## src/rtl/segment_display_scanner.sv

```systemverilog
// ---------------------------------------------------------------------------
// segment_display_scanner
//   Time-multiplexed driver for a 4-digit common-anode 7-segment display.
//   Each digit owns a slot of REFRESH_DIV cycles. The first BLANK_CYCLES of
//   a slot keep everything dark (anti-ghosting). At the end of the blank
//   interval the digit's segment pattern, decimal point and enable are
//   latched into shadow registers, so the lit digit never changes mid-slot.
//
// Ports
//   Clk        : system clock
//   Reset      : asynchronous, active-high reset
//   Enable     : 1 = scan, 0 = dark with scan held at slot 0 / BLANK
//   DigitMask  : per-digit enable (bit i lights digit i's slot)
//   DotMask    : per-digit decimal point request
//   Seg0..Seg3 : active-high segment patterns, one per digit
//   SegOut     : shared segment bus, polarity from SEG_ACTIVE_LOW
//   DpOut      : decimal point, polarity from SEG_ACTIVE_LOW
//   AnodeOut   : digit selects, one-hot or all-off, polarity from ANODE_ACTIVE_LOW
//   FrameTick  : one-cycle pulse after the last slot of each 4-slot frame
// ---------------------------------------------------------------------------
module segment_display_scanner #(
  parameter int unsigned REFRESH_DIV      = 50000,
  parameter int unsigned BLANK_CYCLES     = 500,
  parameter bit          SEG_ACTIVE_LOW   = 1'b1,
  parameter bit          ANODE_ACTIVE_LOW = 1'b1
) (
  input  logic       Clk,
  input  logic       Reset,
  input  logic       Enable,
  input  logic [3:0] DigitMask,
  input  logic [3:0] DotMask,
  input  logic [6:0] Seg0,
  input  logic [6:0] Seg1,
  input  logic [6:0] Seg2,
  input  logic [6:0] Seg3,
  output logic [6:0] SegOut,
  output logic       DpOut,
  output logic [3:0] AnodeOut,
  output logic       FrameTick
);

  localparam int unsigned     CNT_W   = $clog2(REFRESH_DIV);
  localparam logic [CNT_W-1:0] CNT_MAX = CNT_W'(REFRESH_DIV - 1);

  // Inactive levels; XOR with these converts active-high values to pin levels.
  localparam logic [6:0] SEG_OFF = SEG_ACTIVE_LOW ? 7'h7F : 7'h00;
  localparam logic       DP_OFF  = SEG_ACTIVE_LOW;
  localparam logic [3:0] AN_OFF  = ANODE_ACTIVE_LOW ? 4'hF : 4'h0;

  typedef enum logic {
    BLANK = 1'b0,
    SHOW  = 1'b1
  } phase_e;

  phase_e           phase_q;
  logic [CNT_W-1:0] cnt_q;
  logic [CNT_W-1:0] cnt_d;
  logic [1:0]       idx_q;
  logic [1:0]       idx_d;
  logic [6:0]       sh_seg_q;
  logic             sh_dp_q;
  logic             sh_en_q;
  logic [6:0]       seg_out_q;
  logic             dp_out_q;
  logic [3:0]       anode_q;
  logic             frame_tick_q;

  logic             wrap_c;
  logic             blank_c;
  logic             enter_show_c;
  logic [6:0]       seg_sel_c;
  logic [3:0]       oh_next_c;
  logic [3:0]       oh_cur_c;

  // Slot counter / digit index advance
  always_comb begin
    wrap_c = (cnt_q == CNT_MAX);
    cnt_d  = wrap_c ? '0 : cnt_q + CNT_W'(1);
    idx_d  = wrap_c ? idx_q + 2'd1 : idx_q;
  end

  // Whether the next cycle still falls inside the blank interval
  if (BLANK_CYCLES == 0) begin : g_no_blank
    assign blank_c = 1'b0;
  end else begin : g_blank
    assign blank_c = (cnt_d < CNT_W'(BLANK_CYCLES));
  end

  // Capture happens once per slot: leaving BLANK, or directly on the wrap
  // edge when there is no blank interval at all.
  assign enter_show_c = !blank_c && ((phase_q == BLANK) || wrap_c);

  // Pattern of the digit whose slot is about to be shown
  always_comb begin
    seg_sel_c = Seg0;
    case (idx_d)
      2'd0:    seg_sel_c = Seg0;
      2'd1:    seg_sel_c = Seg1;
      2'd2:    seg_sel_c = Seg2;
      default: seg_sel_c = Seg3;
    endcase
  end

  assign oh_next_c = 4'(4'b0001 << idx_d);
  assign oh_cur_c  = 4'(4'b0001 << idx_q);

  // Phase FSM, counters, shadows and registered outputs
  always_ff @(posedge Clk or posedge Reset) begin
    if (Reset) begin
      phase_q      <= BLANK;
      cnt_q        <= '0;
      idx_q        <= 2'd0;
      sh_seg_q     <= 7'h00;
      sh_dp_q      <= 1'b0;
      sh_en_q      <= 1'b0;
      seg_out_q    <= SEG_OFF;
      dp_out_q     <= DP_OFF;
      anode_q      <= AN_OFF;
      frame_tick_q <= 1'b0;
    end else if (!Enable) begin
      phase_q      <= BLANK;
      cnt_q        <= '0;
      idx_q        <= 2'd0;
      sh_seg_q     <= 7'h00;
      sh_dp_q      <= 1'b0;
      sh_en_q      <= 1'b0;
      seg_out_q    <= SEG_OFF;
      dp_out_q     <= DP_OFF;
      anode_q      <= AN_OFF;
      frame_tick_q <= 1'b0;
    end else begin
      cnt_q        <= cnt_d;
      idx_q        <= idx_d;
      frame_tick_q <= wrap_c && (idx_q == 2'd3);
      if (enter_show_c) begin
        // Latch the new digit; DigitMask is frozen alongside the pattern.
        phase_q   <= SHOW;
        sh_seg_q  <= seg_sel_c;
        sh_dp_q   <= DotMask[idx_d];
        sh_en_q   <= DigitMask[idx_d];
        seg_out_q <= DigitMask[idx_d] ? (seg_sel_c ^ SEG_OFF) : SEG_OFF;
        dp_out_q  <= DigitMask[idx_d] ? (DotMask[idx_d] ^ DP_OFF) : DP_OFF;
        anode_q   <= DigitMask[idx_d] ? (oh_next_c ^ AN_OFF) : AN_OFF;
      end else if (wrap_c || (phase_q == BLANK)) begin
        phase_q   <= BLANK;
        seg_out_q <= SEG_OFF;
        dp_out_q  <= DP_OFF;
        anode_q   <= AN_OFF;
      end else begin
        // Mid-SHOW: outputs follow the shadows only, never the live inputs.
        phase_q   <= SHOW;
        seg_out_q <= sh_en_q ? (sh_seg_q ^ SEG_OFF) : SEG_OFF;
        dp_out_q  <= sh_en_q ? (sh_dp_q ^ DP_OFF) : DP_OFF;
        anode_q   <= sh_en_q ? (oh_cur_c ^ AN_OFF) : AN_OFF;
      end
    end
  end

  assign SegOut    = seg_out_q;
  assign DpOut     = dp_out_q;
  assign AnodeOut  = anode_q;
  assign FrameTick = frame_tick_q;

endmodule

```

## config.mk

```make
export PLATFORM = sky130hd
export DESIGN_NAME = segment_display_scanner
export DESIGN_NICKNAME = d
export VERILOG_FILES = /design/src/rtl/segment_display_scanner.sv
export SDC_FILE = /design/constraint.sdc
export NUM_CORES = 1
export LEC_CHECK = 0
export CORE_AREA = 3 3 90 92
export DETAILED_ROUTE_END_ITERATION = 7
export DIE_AREA = 0 0 93 95
export DONT_BUFFER_PORTS = 1
export PLACE_DENSITY = 0.54
export SLEW_MARGIN = 20
export SYNTH_ARGS = -nofsm -noshare
export SYNTH_HDL_FRONTEND = slang
export SYNTH_SLANG_ARGS = --single-unit
```

## constraint.sdc

```tcl
create_clock -name Clk -period 3.9 [get_ports Clk]
set_input_delay 0.39 -clock Clk [delete_from_list [all_inputs] [get_ports Clk]]
set_output_delay 0.39 -clock Clk [all_outputs]
set_load 0.02 [all_outputs]
```

==> results by group <==
Run status
  • Status: finished clean

STA
  • Final Max Slew Viols: 0
  • Final Hold Viols: 0
  • Post-Route Setup TNS: 0 ps
  • Tightest Pin Transition: between 500 and 600 ps
  • Slew Limit Headroom: roughly 60%
  • Fin Clk Skew: 7.76 ps
  • Post-layout min period: 3170 ps
  • Setup violators final: 0
  • F_max: around 0.32 GHz
  • RSZ-0062 raised after global routing: no
  • Period utilisation layout: approximately four fifths
  • Final worst slack: about 730 ps

Cells and area
  • Share of layout cells above drive strength 1: about an eighth
  • Non-filler instance count after layout: 421
  • Fin area: between 0.003 and 0.004 sq mm
  • N_diodes: 0
  • Filler cell count: about 750
  • Area Growth Syn to Fin: 4.96%
  • # nets final: between 300 and 400

Yosys
  • Net Count, Synth: ~380
  • Count leader, synth: nand2_1
  • Post-synth top cells: 32 x nand2_1, 29 x dfrtp_1, 28 x nor2_1
  • Syn_area_per_cell: 8.74 sq um
  • Synthesis warning total: 0
  • Area contributors post-synth: dfrtp_1 25%, dfstp_2 11%, mux2i_1 5.8%
  • Yosys reg bits: slightly above 40
  • Sequential share of the synthesized area: between 30% and 40%
  • Post-synth top area cell: dfrtp_1
  • FFs w/ async S/R, synth: 100%
  • Distinct cells, synth: 53
  • Synth Instances: ~340
  • EDFF count, synth: 0
  • Cell Area, Synth: ~0.0029 sq mm
  • Prevailing post-synth register cell: dfrtp_1
  • Post-synth top area share: 24.8%

Clocking
  • H-tree levels: 2
  • Clock Latency Late Sink: around 300 ps
  • Deepest clock path buffer count: 2
  • Clk pin slew, worst setup/hold paths: approximately 90 ps
  • Resized cells post-CTS: 0
  • CTS Root Cell: clkbuf_8
  • TritonCTS clock tree: built
  • CTS buffer count: 5
  • Post-CTS Setup Inserts: 0
  • Post-CTS Hold Fix Bufs: 0
  • Clk sinks: 41

Place
  • Post-DP Area: 0.00299 sq mm
  • DPL Wire Length: 5.49 mm
  • Worst slack, placed: 749 ps
  • RD Place Congestion: 0.810
  • Dpl cells: 413
  • # port buffers: 0

Power
  • Register share of total power: between 50% and 60%
  • Pwr dens: around 250 mW/mm^2
  • Sw frac: roughly 25%
  • Comb pwr share: under 10%
  • Leak: 1.19 nW
  • Clock share of power: 37.0%
  • Net Sw Power: between 0.15 and 0.2 mW
  • Cell Int Power: 0.567 mW
  • Worst IR drop on VDD: between 0.0001 and 0.00015 V
  • Final Total Pwr: about 0.76 mW

Floorplanning
  • Die width: between 90 and 100 microns
  • Die footprint: 0.00884 sq mm
  • Core area: 0.00729 sq mm
  • Initial Utilization: about two fifths
  • Rows: 31
  • Die Ht: ~95 microns
  • Io pins: 52

Detailed routing
  • DRC: 0
  • Vias per cell: just under 6
  • Post-route ant nets: 0
  • Routed len/inst: about 18 microns
  • Pre-Repair DR Iteration Count: 4
  • Vias: between 2,000 and 2,500
  • Iteration-0 DRC Markers: ~110
  • DRT Wirelength: roughly 7.6 mm

Setup path
  • Worst flop-to-flop path startpoint: cnt_q[0]
  • CP arrival: between 3000 and 4000 ps
  • Worst-path cell chain: ha_1 -> nand4b_1 -> or4_1 -> o21a_4 -> o41ai_4 -> buf_4 -> mux2i_1
  • Cell family with most CP delay: simple AND/OR/NAND/NOR gates
  • Max stage delay on crit path: slightly above 600 ps
  • Worst setup EP type: flop
  • Setup CP Type: flop to flop
  • R2R depth: 7
  • Crit Path Max Fanout: 14
  • Reg2reg end: sh_seg_q[4]
  • Levels on crit path: 7
  • Buf+Inv Stages, Crit Path: 1
  • Startpoint Class: flop
  • Critical Path RT: about 4100 ps
  • Reg2Reg Setup Slack: between 700 and 800 ps
  • Crit-path slowest cell: o41ai_4

Global route
  • Gr ovfl total: 0
  • Overall global routing resource usage: 17.8%
  • Number of global-route vias before repair: around 2,400
  • Antenna violations before repair: 0
  • Largest net degree at the start of global routing: 42
  • First-pass GRT wire length: approximately 13 mm

Flow run
  • Max Cap Violations: 0

Worst hold path
  • Worst min path class: primary input to async pin
stage by stage:
step / utilization, % / hold slack (ps)
2_1_floorplan: - / 481
3_3_place_gp: 41.0 / 449
3_5_place_dp: 41.0 / 456
4_1_cts: 42.1 / 119
5_1_grt: 42.1 / 157
6_report: 42.1 / 113
cell usage in the layout (no fill, tap or decap), types with 5 or more instances in the layout:
master,count
nand2_1,32
dfrtp_1,29
nor2_1,28
nor3_1,26
mux2i_1,17
nand3_1,16
dfstp_2,12
o211ai_1,12
o21ai_0,12
buf_4,11
nand4_1,8
xnor2_1,8
o22ai_1,7
o2111ai_1,7
a22o_1,7
and3_1,6
xor2_1,6
a21oi_1,6
a221oi_1,6
inv_1,5
and2_1,5
ha_1,5
clkbuf_8,5
worst max-delay path by stage:
stage,from,end,slack [ps]
global placement,cnt_q[0],sh_seg_q[3],840
detailed placement,cnt_q[0],sh_seg_q[4],750
CTS,cnt_q[0],sh_seg_q[4],730
finish,cnt_q[0],sh_seg_q[4],730
floorplan,cnt_q[12],sh_seg_q[5],1200
global route,cnt_q[0],sh_seg_q[4],480
final cells by class:
cell class / count / area, sq um / share of cell area [%]
multi-input cells: 256 / 1720 / 55.9
repair buffers: 11 / 82.6 / 2.69
clock inverters: 3 / 17.5 / 0.570
inverters: 6 / 22.5 / 0.733
clock buffers: 5 / 68.8 / 2.24
flip-flops and latches: 41 / 1040 / 33.9
well taps: 99 / 124 / 4.03
cell families after synthesis:
family | after synthesis | synth area share (%)
adders and majority gates | 5 | 2.14
muxes | 20 | 6.97
DFF | 41 | 35.6
xor gates and xnor gates | 14 | 4.19
and+or+nand+nor | 137 | 23.8
AOI/OAI and AO/OA | 80 | 21.2
buffers and inverters | 38 | 6.11
registers in the layout, summed over array words and instances, names as in the netlist:
signal and cells:
FrameTick 1, sh_en_q 1, idx_q 2, cnt_q 16, SegOut 7, sh_dp_q 1, DpOut 1, AnodeOut 4
sh_seg_q 7, phase_q 1
routing by layer:
layer  GRT usage, %  vias to the layer above  wire, microns
met5              0                        -              0
met4           4.76                        0             83
met3           3.67                        9            440
met2           28.9                       74           3600
met1           24.2                     1186           3440
li1               -                     1219              -
power by group through the flow:
stage	Sequential, mW	Combinational, mW	Clock, mW
after global routing	0.433	0.0512	0.308
after global placement	0.440	0.0447	0
final	0.433	0.0443	0.280
after CTS	0.433	0.0458	0.295
after floorplan	0.438	0.0393	0
after detailed placement	0.440	0.0455	0
(Power assumes the default switching activity.)
==> edit (same flow settings) <==
Change the parameter `REFRESH_DIV` from 50000 to 100000.
--- a/src/rtl/segment_display_scanner.sv
+++ b/src/rtl/segment_display_scanner.sv
@@ -19,7 +19,7 @@
 //   FrameTick  : one-cycle pulse after the last slot of each 4-slot frame
 // ---------------------------------------------------------------------------
 module segment_display_scanner #(
-  parameter int unsigned REFRESH_DIV      = 50000,
+  parameter int unsigned REFRESH_DIV      = 100000,
   parameter int unsigned BLANK_CYCLES     = 500,
   parameter bit          SEG_ACTIVE_LOW   = 1'b1,
   parameter bit          ANODE_ACTIVE_LOW = 1'b1
Behaviour: same outputs for any inputs over 10 cycles, from zero or initial values and one cycle with Reset high; that may be too few to reach the edited logic, so the function may still have changed.
==> edit against the unedited design <==
- synthesized area is 1.5% higher
- clock skew rose by 0.0034 ns
- final area shrank 2.9%
- critical endpoint is now AnodeOut[3]
- total power is 0.19% lower
- largest power group unchanged
- combinational power down 7.9%
- sequential cell count increased by 1
- routed wire length is 12% lower
- highest routed layer unchanged
- maximum frequency down 1.1%
- setup slack worse by 0.034 ns
==> edit: results <==
{
  "status": "finished clean",
  "antenna_found_initial": 0,
  "drt-pass1-iter-count": 5,
  "synth_nets": 351,
  "avgViaCountPerCell": 5.67,
  "hold_path_class": "in -> async",
  "clock_latency_ns": 0.30,
  "place.gp.congestion": 0.864,
  "grt_use_total_pct": 16.6,
  "path_clk_slew_ns": 0.09,
  "irDropWorstVdd_mv": 0.108,
  "regMostFlops": "cnt_q",
  "crit_path_max_fanout": 18,
  "postRouteAntennaNets": 0,
  "placed_area_mm2": 0.00290,
  "synthTopCellsByCount": "nand2_1, dfrtp_1, nor2_1",
  "async_flop_share_pct": 100,
  "n_antenna_cell": 0,
  "p_leak_nw": 1.06,
  "synthTopCellsByArea": "dfrtp_1, dfstp_2, nand2_1",
  "htree_levels": 2,
  "dr_wl_met2_um": 3080,
  "synth_cell_types": 63,
  "dpl.hpwl_um": 4890,
  "synth_ff_type": "dfrtp_1",
  "seq_area_frac_synth_pct": 35.9,
  "crit_arrival_ns": 3.40,
  "largest_register_ffs": 17,
  "drive_above_1_share_pct": 19.2,
  "grt_max_degree": 43,
  "finalWirelength_um": 6690,
  "nets": 336,
  "fill_cells": 752,
  "drtIter0Drc": 100,
  "cts_setup_buffers": 0,
  "setup_viol": 0,
  "clockBufferDepth": 2,
  "met1Wirelength_um": 3150,
  "slowest_delay_ns": 0.69,
  "grt_pass1_vias": 2347,
  "topRoutingLayerUsed": "met4",
  "wl_met3_um": 379,
  "finalClockSkew_ns": 0.0112,
  "crit_path_top_delay_cell": "nor3b_4",
  "numCtsBuffers": 5,
  "io_buffers": 0,
  "path_delay_family": "simple AND/OR/NAND/NOR gates",
  "worst_slew_pin_slew_ns": 0.966,
  "grt_pass1_wl_um": 11700,
  "rrSetupSlack_ns": 0.69
}
## edit: cell type report
class	instances	share of cell area, %
clock inverter	1	0.252
multi-input combinational	232	55.4
clock buffer	6	2.43
inverter	6	0.755
sequential	42	35.7
tap	99	4.15
timing repair buffer	5	1.26
## edit: logic make-up after synthesis
logic type / count (synthesis) / share of synthesized area, %
simple gates: 132 / 25.5
xor+xnor: 18 / 5.30
fa+ha+maj: 5 / 2.10
flops: 42 / 35.9
mux: 2 / 0.673
buf+inv: 33 / 8.50
compound gates: 75 / 22.0
## edit: power by group
part | internal, mW | total [mW] | leakage, nW | switching, mW
Clock | 0.123 | 0.272 | 0.0373 | 0.150
Sequential | 0.438 | 0.442 | 0.543 | 0.00386
Combinational | 0.0139 | 0.0408 | 0.479 | 0.0269
## edit: path summary, 6_finish.rpt
kind | from | end | cells past startpoint
setup / recovery | cnt_q[0] | AnodeOut[3] | 8
hold / removal | Reset | cnt_q[13] | 1
setup reg to reg | cnt_q[0] | AnodeOut[3] | 8
hold reg to reg | sh_dp_q | DpOut | 1
max in group asynchronous | Reset | sh_seg_q[4] | 1
min in group Clk | Enable | phase_q | 1
## edit: layer usage
layer / vias up / global-route usage [%]
li1: 1094 / -
met1: 1047 / 23.3
met2: 71 / 26.2
met3: 6 / 3.82
met4: 0 / 3.66
met5: - / 0
## edit: stage by stage
step / setup slack [ns] / hold slack (ns) / total power [mW] / std cells / utilization, %
2_1_floorplan: 1.28 / 0.397 / 0.485 / 307 / -
3_5_place_dp: 0.682 / 0.424 / 0.493 / 384 / 39.8
3_3_place_gp: 0.769 / 0.404 / 0.492 / 384 / 39.8
4_1_cts: 0.674 / 0.200 / 0.770 / 391 / 40.9
5_1_grt: 0.401 / 0.209 / 0.790 / 391 / 40.9
6_report: 0.692 / 0.153 / 0.755 / 391 / 40.9
## edit: worst reg2reg max path, delay by kind of cell (launching register included)
| kind | cells | cell delay (ns) |
|---|---|---|
| flops | 1 | 0.42 |
| compound gates | 3 | 0.67 |
| simple gates | 4 | 1.71 |
| fa+ha+maj | 1 | 0.31 |
